File: src/rtl/mem_arb_pkg.sv
// Shared types and defaults for the fetch/data memory arbiter.
// Latency: n/a; backpressure: n/a (constants only).
package mem_arb_pkg;

    typedef enum logic [1:0] {
        IDLE    = 2'd0,
        BUSY_IF = 2'd1,
        BUSY_DM = 2'd2
    } arb_state_e;

    localparam logic PORT_IF = 1'b0;
    localparam logic PORT_DM = 1'b1;

    localparam int DEF_MEM_LAT    = 2;
    localparam int DEF_STARVE_MAX = 4;

endpackage

File: src/rtl/mem_arbiter_lat_counter.sv
// Loadable down-counter; done is high while the count equals 1.
// Latency: load visible next cycle; backpressure: none, free-running to 0.
module lat_counter #(
    parameter int W = 4
) (
    input  logic         clk,
    input  logic         reset,
    input  logic         load,
    input  logic [W-1:0] load_val,
    output logic         done
);

    logic [W-1:0] count_q, count_d;

    always_comb begin
        count_d = count_q;
        if (load) begin
            count_d = load_val;
        end else if (count_q != '0) begin
            count_d = count_q - 1'b1;
        end
    end

    always_ff @(posedge clk) begin
        if (reset) begin
            count_q <= '0;
        end else begin
            count_q <= count_d;
        end
    end

    assign done = (count_q == W'(1));

endmodule

File: src/rtl/mem_arbiter.sv
// Shares one fixed-latency memory between fetch and data ports, data first with a fetch starvation guard.
// Latency: grant to ack MEM_LAT+1 cycles; backpressure: stall_if/stall_mem hold a port until its ack.
module mem_arbiter
    import mem_arb_pkg::*;
#(
    parameter int ADDR_W     = 64,
    parameter int DATA_W     = 64,
    parameter int MEM_LAT    = DEF_MEM_LAT,
    parameter int STARVE_MAX = DEF_STARVE_MAX
) (
    input  logic              clk,
    input  logic              reset,
    input  logic              if_req,
    input  logic [ADDR_W-1:0] if_addr,
    output logic [31:0]       if_rdata,
    output logic              if_ack,
    input  logic              dm_req,
    input  logic              dm_we,
    input  logic [ADDR_W-1:0] dm_addr,
    input  logic [DATA_W-1:0] dm_wdata,
    output logic [DATA_W-1:0] dm_rdata,
    output logic              dm_ack,
    output logic              mem_en,
    output logic              mem_we,
    output logic [ADDR_W-1:0] mem_addr,
    output logic [DATA_W-1:0] mem_wdata,
    input  logic [DATA_W-1:0] mem_rdata,
    output logic              stall_if,
    output logic              stall_mem
);

    arb_state_e        state_q, state_d;
    logic [3:0]        starve_q, starve_d;
    logic              half_sel_q, half_sel_d;
    logic              store_q, store_d;
    logic              if_ack_q, if_ack_d;
    logic              dm_ack_q, dm_ack_d;
    logic [31:0]       if_rdata_q, if_rdata_d;
    logic [DATA_W-1:0] dm_rdata_q, dm_rdata_d;

    logic elig_if, elig_dm, grant_vld, grant_port, lat_done;

    // A port acked this cycle is still holding its old request, so it sits out.
    always_comb begin
        elig_if    = if_req & ~if_ack_q;
        elig_dm    = dm_req & ~dm_ack_q;
        grant_vld  = ~reset & (state_q == IDLE) & (elig_if | elig_dm);
        grant_port = (elig_if & ((starve_q == 4'(STARVE_MAX)) | ~elig_dm)) ? PORT_IF : PORT_DM;

        mem_en    = grant_vld;
        mem_we    = grant_vld & (grant_port == PORT_DM) & dm_we;
        mem_addr  = '0;
        if (grant_vld) begin
            mem_addr = (grant_port == PORT_DM) ? dm_addr : if_addr;
        end
        mem_wdata = mem_we ? dm_wdata : '0;
    end

    always_comb begin
        state_d    = state_q;
        starve_d   = starve_q;
        half_sel_d = half_sel_q;
        store_d    = store_q;
        if_ack_d   = 1'b0;
        dm_ack_d   = 1'b0;
        if_rdata_d = if_rdata_q;
        dm_rdata_d = dm_rdata_q;

        case (state_q)
            IDLE: begin
                if (grant_vld && grant_port == PORT_DM) begin
                    state_d = BUSY_DM;
                    store_d = dm_we;
                end else if (grant_vld) begin
                    state_d    = BUSY_IF;
                    half_sel_d = if_addr[2];
                end
            end
            BUSY_IF: begin
                if (lat_done) begin
                    state_d    = IDLE;
                    if_ack_d   = 1'b1;
                    if_rdata_d = half_sel_q ? mem_rdata[63:32] : mem_rdata[31:0];
                end
            end
            BUSY_DM: begin
                if (lat_done) begin
                    state_d  = IDLE;
                    dm_ack_d = 1'b1;
                    if (!store_q) begin
                        dm_rdata_d = mem_rdata;
                    end
                end
            end
            default: state_d = IDLE;
        endcase

        if (!if_req) begin
            starve_d = '0;
        end else if (grant_vld && grant_port == PORT_IF) begin
            starve_d = '0;
        end else if (grant_vld && starve_q < 4'(STARVE_MAX)) begin
            starve_d = starve_q + 1'b1;
        end
    end

    always_ff @(posedge clk) begin
        if (reset) begin
            state_q    <= IDLE;
            starve_q   <= '0;
            half_sel_q <= 1'b0;
            store_q    <= 1'b0;
            if_ack_q   <= 1'b0;
            dm_ack_q   <= 1'b0;
            if_rdata_q <= '0;
            dm_rdata_q <= '0;
        end else begin
            state_q    <= state_d;
            starve_q   <= starve_d;
            half_sel_q <= half_sel_d;
            store_q    <= store_d;
            if_ack_q   <= if_ack_d;
            dm_ack_q   <= dm_ack_d;
            if_rdata_q <= if_rdata_d;
            dm_rdata_q <= dm_rdata_d;
        end
    end

    lat_counter #(.W(4)) u_lat (
        .clk      (clk),
        .reset    (reset),
        .load     (grant_vld),
        .load_val (4'(MEM_LAT)),
        .done     (lat_done)
    );

    assign if_ack    = if_ack_q;
    assign dm_ack    = dm_ack_q;
    assign if_rdata  = if_rdata_q;
    assign dm_rdata  = dm_rdata_q;
    assign stall_if  = if_req & ~if_ack_q;
    assign stall_mem = dm_req & ~dm_ack_q;

endmodule

File: config.mk
export PLATFORM = sky130hd
export DESIGN_NAME = mem_arbiter
export DESIGN_NICKNAME = d
export VERILOG_FILES = /design/src/rtl/mem_arb_pkg.sv /design/src/rtl/mem_arbiter_lat_counter.sv /design/src/rtl/mem_arbiter.sv
export SDC_FILE = /design/constraint.sdc
export NUM_CORES = 1
export LEC_CHECK = 0
export ABC_CLOCK_PERIOD_IN_PS = 2900
export BUFFER_PORTS_ARGS = -buffer_cell sky130_fd_sc_hd__buf_2
export CAP_MARGIN = 20
export CORE_AREA = 2 2 192 194
export CTS_BUF_LIST = sky130_fd_sc_hd__clkbuf_2
export DETAILED_ROUTE_END_ITERATION = 6
export DIE_AREA = 0 0 194 196
export PLACE_DENSITY_LB_ADDON = 0.12
export SLEW_MARGIN = 20
export SYNTH_ARGS = -nofsm -noshare
export SYNTH_HDL_FRONTEND = slang
export SYNTH_SLANG_ARGS = --single-unit
export TNS_END_PERCENT = 20
File: constraint.sdc
create_clock -name clk -period 2.9 [get_ports clk]
set_clock_uncertainty 0.1 [all_clocks]
set_input_delay 0.725 -clock clk [delete_from_list [all_inputs] [get_ports clk]]
set_output_delay 0.725 -clock clk [all_outputs]
set_load 0.005 [all_outputs]
==> summary.txt <==
Place
  • PortBufs: slightly below 500
  • Final HPWL DP: between 20,000 and 30,000 um
  • RePlAce Congestion: about 0.86
  • Placed Cells: between 1,500 and 2,000

Routing
  • Drt drc: 0
  • Via total after detailed routing: between 6,000 and 7,000
  • DR vias/cell: around 4.2
  • Detail Route Antenna Nets: 0
  • First-pass DRT Iterations: 4
  • Drt total wl: 34,800 um
  • DR WL/cell: roughly 22 um
  • Iter 0 DRT Violations: ~280

STA
  • Setup TNS: -33.25 ns
  • Max Slew Vio Count: 0
  • Crit path time final: approximately 3.2 ns
  • Worst-margin pin slew: 0.906 ns
  • Max Fclk: 311 MHz
  • PnR worst setup slack: -0.314 ns
  • Slew HR: 0.396
  • Final Hold Vio Count: 0
  • Final setup violation count: about 130
  • Share of the clock period used by the worst path: 1.11
  • RSZ-0062 raised after global routing: true

Synth
  • #FFs+latches synth: between 100 and 150
  • Synth top cells by count: 131 x nand2_1, 110 x dfxtp_1, 66 x a21oi_1
  • Post-Synth XOR/XNOR Area: 0.00162
  • Mapped Area: 5410 um^2
  • Top cell type's share of synthesized area: 0.407
  • Synthesized area per cell: 8.29 um^2
  • Compound-Gate Fraction of Synth Area: 0.226
  • Largest family of logic cells by synthesized area: compound AO/OA/AOI/OAI gates
  • Netlist cell types: 37
  • Post-Synth Adder-Cell Area: 0.0116
  • EDFF count, synth: 0
  • Count leader, synth: nand2_1
  • Cell count after synthesis: about 650
  • Synth top area cells: dfxtp_1 41%, a22o_1 11%, nand2_1 9.1%, and3_1 7.4%, mux2i_1 6.3%
  • Main synth FF type: dfxtp_1
  • Async S/R FF share, synth: 0
  • Simple-gate share of the synthesized area: 0.218
  • Mux share of post-synthesis cell area: 0.0630
  • Sequential share of the synthesized area: 0.407
  • Syn Nets: roughly 920
  • Post-synth top area cell: dfxtp_1
  • Ys Warns: 0

Clock network
  • Clock Tree Buf Depth: 2
  • Total CTS buffers: 9
  • Clk_lat worst skew: roughly 0.68 ns
  • TritonCTS clock tree: built
  • CTS Hold Bufs: 0
  • Clock root buffer: clkbuf_2
  • Reg clk slew, reported paths: about 0.35 ns
  • H-tree level count: 3
  • Clock tree sinks: 110

Die
  • Starting density of the core: 0.150
  • Die width: approximately 190 um
  • Die Height: between 150 and 200 um
  • Core Region: around 36,000 um^2
  • # IOs: about 500
  • DIE AREA: between 30,000 and 40,000 um^2
  • FP Rows: 70

Worst setup path
  • FF-to-FF End: dm_rdata[48]
  • RR Startpoint: u_lat.count_q[1]
  • CP Cell Sequence: inv_2 -> ha_1 -> nand3b_1 -> o211a_4 -> buf_12 -> a22o_4 -> buf_4
  • R2R cell count: 5
  • Worst path slowest cell: dfxtp_2
  • Worst setup SP type: flip-flop
  • CP Data Required Time: 2.08 ns
  • WS Path Type: reg2out
  • CP peak stage delay: between 0.3 and 0.4 ns
  • Crit path capture type: output pin
  • Setup crit start: starve_q[0]
  • Worst setup path end: mem_addr[4]
  • Crit path max fanout: 32
  • Worst Path Arrival: 2.39 ns
  • Reg2Reg Setup Slack: about 0.58 ns

Finish
  • Area delta synth->final: 73.1%
  • Layout cells sized above 1: 0.528
  • Nets: 1,397
  • Util after Layout: 0.259
  • Final Non-Filler Cells: between 1,500 and 2,000

Global route
  • Largest net degree at the start of global routing: 74
  • GR Util met2: 0.296
  • Busiest layer in global routing: met2
  • Met3 Use GR: 0.0517
  • GRT Overall Usage: 0.173
  • Vias in the first global route: approximately 6,600
  • Global-route wire length before repair: roughly 48,000 um
  • Initial antenna violation count: 14
  • Grt met1 use: 0.206
  • Global route overflow: 0

Power and ir drop
  • Pwr Total: between 0.004 and 0.005 W
  • P_leak: 4.63 nW
  • Cell area power density: around 440 nW/um^2
  • Worst vdd rail ir drop: ~0.32 mV

Outcome
  • Status: finished with violations
  • Failing checks: setup timing

Run
  • Max-cap viol count: 0

Min path
  • HP Class: in2reg
## per-layer routing
metal,share of wire,vias up
met1,0.40,3130
met5,0.0030,-
li1,-,3269
met4,0.030,16
met3,0.078,55
met2,0.49,268
## report_power, final
part / total [W] / switching [W] / internal [W]
logic: 0.00169 / 0.000834 / 0.000860
clock network: 0.000774 / 0.000570 / 0.000204
registers: 0.00163 / 0.0000435 / 0.00158
## logic make-up (layout without fill, tap and decap cells)
logic type / after synthesis / after routing
AO/OA/AOI/OAI: 174 / 174
XOR/XNOR: 1 / 1
adder cells (fa/ha/maj): 5 / 5
buffers and inverters: 74 / 557
flip-flops: 110 / 110
multiplexers: 34 / 34
other: 0 / 5
AND/OR/NAND/NOR: 254 / 254
## flip-flops by register name, indices dropped and copies added, names as in the netlist
name,flops
store_q,1
if_rdata,32
starve_q,4
u_lat.count_q,4
dm_rdata,64
dm_ack,1
state_q,2
half_sel_q,1
if_ack,1
## layout by cell type, fill, tap and decap left out, types with 2 or more instances in the layout
cell type / netlist / routed
buf_12: 0 / 14
buf_16: 0 / 4
and3_1: 64 / 53
nor2_1: 40 / 39
and3_4: 0 / 11
inv_1: 8 / 4
inv_6: 0 / 3
a211oi_1: 34 / 33
nand2_1: 131 / 131
clkbuf_2: 0 / 9
or4b_2: 2 / 2
buf_2: 6 / 452
nor3_1: 4 / 4
a22o_1: 65 / 46
buf_4: 4 / 25
clkbuf_16: 0 / 2
inv_2: 0 / 4
mux2i_1: 34 / 34
buf_6: 12 / 36
a21oi_1: 66 / 66
a22o_4: 0 / 19
ha_1: 5 / 4
dfxtp_1: 110 / 105
dfxtp_2: 0 / 5
diode_2: 0 / 5
## critical path, delay by kind of cell, from the launching register on
kind            cells  cell delay [ns]
compound gates      2             0.67
fa+ha+maj           1             0.13
buf+inv             3             0.40
flops               1             0.39
simple gates        1             0.17
## worst min-delay path by stage
stage,startpoint,end,depth (start not counted)
finish,mem_rdata[9],dm_rdata[9],3
global placement,dm_rdata[41],dm_rdata[41],2
CTS,mem_rdata[15],dm_rdata[15],3
detailed placement,dm_rdata[16],dm_rdata[16],2
floorplan,starve_q[3],starve_q[3],2
global route,mem_rdata[15],dm_rdata[15],3
## repair_timing
action	4_1_cts	5_1_grt
buffers inserted	15	3
gates cloned	4	2
pin swaps	26	20
endpoints found under the setup margin	130	129
resized for setup	86	15
## metrics by stage
stage	hold WS, ns	area, um^2	setup WS, ns
global placement	0.340	8400	-0.175
global route	0.0312	9350	-0.525
finish	0.126	9350	-0.314
CTS	0.0179	9180	-0.440
detailed placement	0.344	8400	-0.179
floorplan	0.338	5410	0.0391
## area by class of cell
cell class / count / area (um^2)
fillers: 4066 / 26700
repair buffers: 534 / 3310
multi-input cells: 468 / 3090
flip-flops and latches: 110 / 2210
well taps: 468 / 586
clock inverters: 6 / 68.8
clock buffers: 9 / 45.0
inverters: 8 / 30.0
diodes: 5 / 12.5
Note: power is estimated with default switching activity, not from simulation.
